$ cat config.mk
export PLATFORM = sky130hd
export DESIGN_NAME = mod_n_stream_detector
export DESIGN_NICKNAME = d
export VERILOG_FILES = /design/src/rtl/mod_n_stream_detector.sv
export SDC_FILE = /design/constraint.sdc
export NUM_CORES = 1
export LEC_CHECK = 0
export CAP_MARGIN = 10
export CELL_PAD_IN_SITES_DETAIL_PLACEMENT = 2
export CELL_PAD_IN_SITES_GLOBAL_PLACEMENT = 2
export CORE_MARGIN = 4
export CORE_UTILIZATION = 21
export CTS_CLUSTER_SIZE = 24
export DETAILED_ROUTE_END_ITERATION = 16
export GPL_ROUTABILITY_DRIVEN = 0
export GPL_TIMING_DRIVEN = 0
export PLACE_DENSITY = 0.88
export SLEW_MARGIN = 20
export SYNTH_ARGS = -nofsm -noshare
export SYNTH_HDL_FRONTEND = slang
export SYNTH_SLANG_ARGS = --single-unit
export TNS_END_PERCENT = 100
$ cat constraint.sdc
create_clock -name clk -period 4.5 [get_ports clk]
set_input_delay 0.9 -clock clk [delete_from_list [all_inputs] [get_ports clk]]
set_output_delay 0.9 -clock clk [all_outputs]
set_load 0.05 [all_outputs]
$ cat src/rtl/mod_n_stream_detector.sv
// mod_n_stream_detector
// Multi-channel detector that folds an MSB-first stream of SYM_W-bit symbols
// into a running remainder modulo DIVISOR and flags when the value absorbed so
// far is a multiple of DIVISOR and has contained at least one 1 bit.
// Each channel has its own valid strobe, start-of-frame restart and remainder
// output. All outputs are registered.
//
// Optional feature macro: MOD_DET_STATS_EN
//   defined   -> per-channel saturating hit counter on hit_cnt, cleared by cnt_clr
//   undefined -> hit_cnt is tied to zero, cnt_clr is ignored, no counter flops
module mod_n_stream_detector #(
    parameter int DIVISOR   = 5,
    parameter int SYM_W     = 1,
    parameter int NUM_CH    = 1,
    parameter int HIT_CNT_W = 8
) (
    input  logic                          clk,
    input  logic                          rst,
    input  logic [NUM_CH-1:0]             in_valid,
    input  logic [NUM_CH*SYM_W-1:0]       in_sym,
    input  logic [NUM_CH-1:0]             in_sof,
    output logic [NUM_CH-1:0]             div_out,
    output logic [NUM_CH-1:0]             nonzero_seen,
    output logic [NUM_CH*((DIVISOR <= 2) ? 1 : $clog2(DIVISOR))-1:0] rem_out,
    input  logic [NUM_CH-1:0]             cnt_clr,
    output logic [NUM_CH*HIT_CNT_W-1:0]   hit_cnt
);

    // Remainder width; a divisor of 2 still needs one bit.
    localparam int REM_W = (DIVISOR <= 2) ? 1 : $clog2(DIVISOR);

    // Divisor at the width of the per-bit working value (one bit wider than
    // the remainder, since the remainder is doubled before reduction).
    localparam logic [REM_W:0] DIV_V = DIVISOR[REM_W:0];

    // Reject parameter sets the datapath is not built for.
    if (DIVISOR < 2 || DIVISOR > 65535) begin : g_bad_divisor
        $error("mod_n_stream_detector: DIVISOR must be in 2..65535");
    end
    if (SYM_W < 1 || SYM_W > 8) begin : g_bad_sym_w
        $error("mod_n_stream_detector: SYM_W must be in 1..8");
    end
    if (NUM_CH < 1) begin : g_bad_num_ch
        $error("mod_n_stream_detector: NUM_CH must be at least 1");
    end
    if (HIT_CNT_W < 1) begin : g_bad_hit_cnt_w
        $error("mod_n_stream_detector: HIT_CNT_W must be at least 1");
    end

    typedef enum logic {
        IDLE  = 1'b0,
        TRACK = 1'b1
    } state_t;

    // Fold one symbol into a remainder one bit at a time, MSB first. Each
    // step doubles a value below DIVISOR and adds a bit, so the result is
    // below 2*DIVISOR and a single conditional subtract keeps it reduced.
    // The widest intermediate is REM_W+1 bits, whatever the stream length.
    function automatic logic [REM_W-1:0] fold_sym(input logic [REM_W-1:0] base,
                                                  input logic [SYM_W-1:0] sym);
        logic [REM_W:0] acc;
        acc = {1'b0, base};
        for (int i = SYM_W - 1; i >= 0; i--) begin
            acc = {acc[REM_W-1:0], sym[i]};
            if (acc >= DIV_V) begin
                acc = acc - DIV_V;
            end
        end
        return acc[REM_W-1:0];
    endfunction

    for (genvar c = 0; c < NUM_CH; c++) begin : g_ch
        logic [SYM_W-1:0] sym;
        logic             sym_nz;
        logic [REM_W-1:0] rem;
        state_t           state;
        logic             div_q;
        logic [REM_W-1:0] nxt_rem;
        state_t           nxt_state;
        logic             nxt_div;

        assign sym    = in_sym[c*SYM_W +: SYM_W];
        assign sym_nz = |sym;

        // A start-of-frame symbol restarts from an empty history.
        assign nxt_rem   = fold_sym(in_sof[c] ? '0 : rem, sym);
        assign nxt_state = (sym_nz || (!in_sof[c] && state == TRACK)) ? TRACK : IDLE;
        assign nxt_div   = (nxt_rem == '0) && (nxt_state == TRACK);

        // Channel FSM: remainder, nonzero-history state and divisibility flag
        // all advance together on every accepted symbol and hold otherwise.
        always_ff @(posedge clk) begin
            if (rst) begin
                rem   <= '0;
                state <= IDLE;
                div_q <= 1'b0;
            end else if (in_valid[c]) begin
                rem   <= nxt_rem;
                state <= nxt_state;
                div_q <= nxt_div;
            end
        end

        assign div_out[c]                  = div_q;
        assign nonzero_seen[c]             = (state == TRACK);
        assign rem_out[c*REM_W +: REM_W]   = rem;

`ifdef MOD_DET_STATS_EN
        logic [HIT_CNT_W-1:0] hits;

        // Saturating hit counter; a clear request beats a same-cycle hit and
        // a start-of-frame does not touch it.
        always_ff @(posedge clk) begin
            if (rst) begin
                hits <= '0;
            end else if (cnt_clr[c]) begin
                hits <= '0;
            end else if (in_valid[c] && nxt_div && (hits != {HIT_CNT_W{1'b1}})) begin
                hits <= hits + 1'b1;
            end
        end

        assign hit_cnt[c*HIT_CNT_W +: HIT_CNT_W] = hits;
`else
        logic unused_cnt_clr;

        assign hit_cnt[c*HIT_CNT_W +: HIT_CNT_W] = '0;
        assign unused_cnt_clr                    = cnt_clr[c];
`endif
    end

endmodule

==> run summary <==
The flow ran to the end, and the final reports show no timing, DRC or antenna violations. The count of synthesis-stage warnings from yosys came out at 0. Clock skew on the completed layout was measured at 0.761 ps.

The worst hold path begins at div_out$_SDFFE_PP0P_. The detailed-route vias per instance is 4.62, and the number of CTS-inserted buffers is 3. Summing over every cut layer, the via total after detailed routing is 360. The run gives 1.63 mm as the first-pass GRT wire length. The critical path is of the input port to flip-flop type. Summed over all layers, the routed wires come to 928 um. The number of maximum-capacitance constraint violations was 0; the count of distinct cell types in the synthesized netlist was 21. Synthesis-stage register bit count: 5. After synthesis, the mean cell area works out to 8.61 um2. The run gives 19 as the count of boundary I/O pins. The worst supply voltage drop on vdd was 133 uV. The launching point of the worst reg2reg path was rem_out[0]$_SDFFE_PP0P_.

In this run the horizontal extent of the chip is 50.0 um. The path class of the tightest hold or removal check is flip-flop to flip-flop. The multi-input combinational cell area is 221 um2, and the setup slack of the worst register-to-register path is 2780 ps.

The worst reg2reg path depth was 5. The layout has 193 filler cells. The via count of the first global-routing pass is 372, and the synthesis-to-finish area growth is 41.2%.

The routed length per placed instance is 11.9 um. The logs give 0 ps for the post-route setup TNS and 0.235 for the starting density of the core. The power density relative to cell area works out to 303 mW/mm2.

TritonCTS built the clock tree. The maximum count of clock buffers along a single path came out at 2. After clock tree synthesis, the clock-pin slew on the worst setup and hold paths is 40 ps.

The run gives 4640 ps as the required time of the worst setup path. The net count of the finished layout was 71; the post-CTS setup repair buffer count was 0. The worst setup path is launched from an input port. The tools report the count of nets left with antenna violations after detail routing as 0.

The number of cells in the design after placement is 74. The global route total overflow came out at 0. Maximum number of pins on one net before global-route repair: 10. Port buffering added 8 buffers. Across the whole layout, storage elements account for 100 um2. The worst relative slew slack is 0.668. The tree is rooted in a sky130_fd_sc_hd__clkbuf_4. The worst hold path passes through 2 cells.

For the die area, the log shows 0.00250 mm2. The post-cts resize count came out at 0. In this run the vertical extent of the chip is 50.0 um. The number of standard cells in the final layout excluding fillers came out at 78.

The run gives 0 as the hold buffer count at CTS. In the layout the commonest cells are sky130_fd_sc_hd__buf_4, sky130_fd_sc_hd__conb_1, sky130_fd_sc_hd__clkdlybuf4s50_1. Detailed placement ended at an HPWL of 790 um.

The tools report the combined area of all synthesized cells as 370 um2. For the worst setup path, the data arrival time is 2810 ps. The transition time of the tightest slew-check pin came out at 497 ps.

Along the worst path, the maximum fanout reaches 5. The tools report the register area share after synthesis as 0.270. After detailed routing, the number of remaining DRC violations is 0. After technology mapping, the gate count stands at 43.

The final hold violation count was 0; the time the worst path needs with I/O delays and setup was 2670 ps. Sort of element at the end of the critical path: a flip-flop. In this run the static leakage power is 0.246 nW.

Setup repair after global routing left no endpoint under its margin. The period utilization came out at 0.594. The tools report the overall track demand over capacity in global routing as 0.0863. For hold timing, the worst endpoint is div_out$_SDFFE_PP0P_. The number of clock sinks seen by CTS is 5, and the count of antenna diodes in the layout is 0. Clock latency on the worst-skew pair, taken at its later pin, is 240 ps.

The layout cell share with drive strength beyond 1 is 0.242, and the final-report setup violation count is 0. The floorplan has 14 rows. The logs give 374 MHz for the highest clock rate and 0 for the initial antenna violation count. The first detailed-routing pass ran for 4 iterations. The total design power came out at 158 uW.

The tools report the violation count after the first detailed-routing iteration as 1. The run gives 0 as the number of slew-limit violations in the final report. The floorplan step defined a core boundary enclosing 0.00158 mm2. End of the worst register-to-register path: div_out$_SDFFE_PP0P_. The level count of the clock H-tree is 1.
==> cell families after synthesis <==
group	count (synthesis)	synth area share
XOR/XNOR	1	0.0237
buffers and inverters	12	0.203
multiplexers	2	0.0608
AND/OR/NAND/NOR	13	0.172
flip-flops	5	0.270
other	1	0.0101
AO/OA/AOI/OAI	7	0.193
adder cells (fa/ha/maj)	2	0.0676
==> per-stage QoR <==
stage | setup WS, ps | hold WS [ps] | util | instance area [um2]
floorplan | 2280 | 725 | - | 397
global route | 1650 | 589 | 0.332 | 523
global placement | 1600 | 479 | 0.315 | 497
finish | 1830 | 518 | 0.332 | 523
detailed placement | 1540 | 521 | 0.315 | 497
CTS | 1790 | 533 | 0.332 | 523
==> final cells by class <==
type                            count  share of cell area
Multi-Input combinational cell     33               0.423
Sequential cell                     5               0.191
Timing Repair Buffer                8               0.153
Buffer                              9               0.122
Clock buffer                        4              0.0502
Tap cell                           16              0.0383
Inverter                            3              0.0215
==> state kept, by name, summed over array words and instances (netlist names) <==
register	count
nonzero_seen	1
div_out	1
rem_out	3
==> how the worst max path moves through the flow <==
stage	from	end
after floorplan	in_sof	div_out$_SDFFE_PP0P_
after CTS	in_sof	div_out$_SDFFE_PP0P_
final	in_sof	div_out$_SDFFE_PP0P_
after global routing	in_sof	div_out$_SDFFE_PP0P_
after global placement	in_sof	div_out$_SDFFE_PP0P_
after detailed placement	in_sof	div_out$_SDFFE_PP0P_
==> synth_stat cells <==
master                     number  area share
sky130_fd_sc_hd__a211oi_1       1       0.020
sky130_fd_sc_hd__a211oi_2       2       0.068
sky130_fd_sc_hd__a21oi_1        1       0.014
sky130_fd_sc_hd__a22oi_1        1       0.020
sky130_fd_sc_hd__buf_4          8        0.16
sky130_fd_sc_hd__clkbuf_1       1       0.010
sky130_fd_sc_hd__conb_1         1       0.010
sky130_fd_sc_hd__dfxtp_1        5        0.27
sky130_fd_sc_hd__ha_1           2       0.068
sky130_fd_sc_hd__inv_1          3       0.030
sky130_fd_sc_hd__mux2_1         1       0.030
sky130_fd_sc_hd__mux2_2         1       0.030
sky130_fd_sc_hd__nand2_1        3       0.030
sky130_fd_sc_hd__nand2b_1       1       0.017
sky130_fd_sc_hd__nand3_1        2       0.027
sky130_fd_sc_hd__nand3b_1       1       0.020
sky130_fd_sc_hd__nor2_1         5       0.051
sky130_fd_sc_hd__o211a_1        1       0.027
sky130_fd_sc_hd__o41ai_2        1       0.044
sky130_fd_sc_hd__or4b_1         1       0.027
sky130_fd_sc_hd__xnor2_1        1       0.024
==> worst max-delay path, stage by stage <==
cell                              delay [ps]
sky130_fd_sc_hd__clkdlybuf4s50_1         560
sky130_fd_sc_hd__nand2b_1                210
sky130_fd_sc_hd__ha_1                    170
sky130_fd_sc_hd__nor2_1                   40
sky130_fd_sc_hd__a211oi_2                330
sky130_fd_sc_hd__mux2_2                  400
sky130_fd_sc_hd__o41ai_2                 200
==> per-layer routing <==
layer,wire length [um],GRT usage
met1,359,0.0893
met4,4,0.0553
met2,503,0.152
met3,61,0.0211
met5,0,0
==> power by group <==
group / switching, mW / internal (mW)
logic: 0.0380 / 0.0191
clock network: 0.0180 / 0.0335
registers: 0.00250 / 0.0473
No activity file was read; power rests on OpenSTA's default activity.
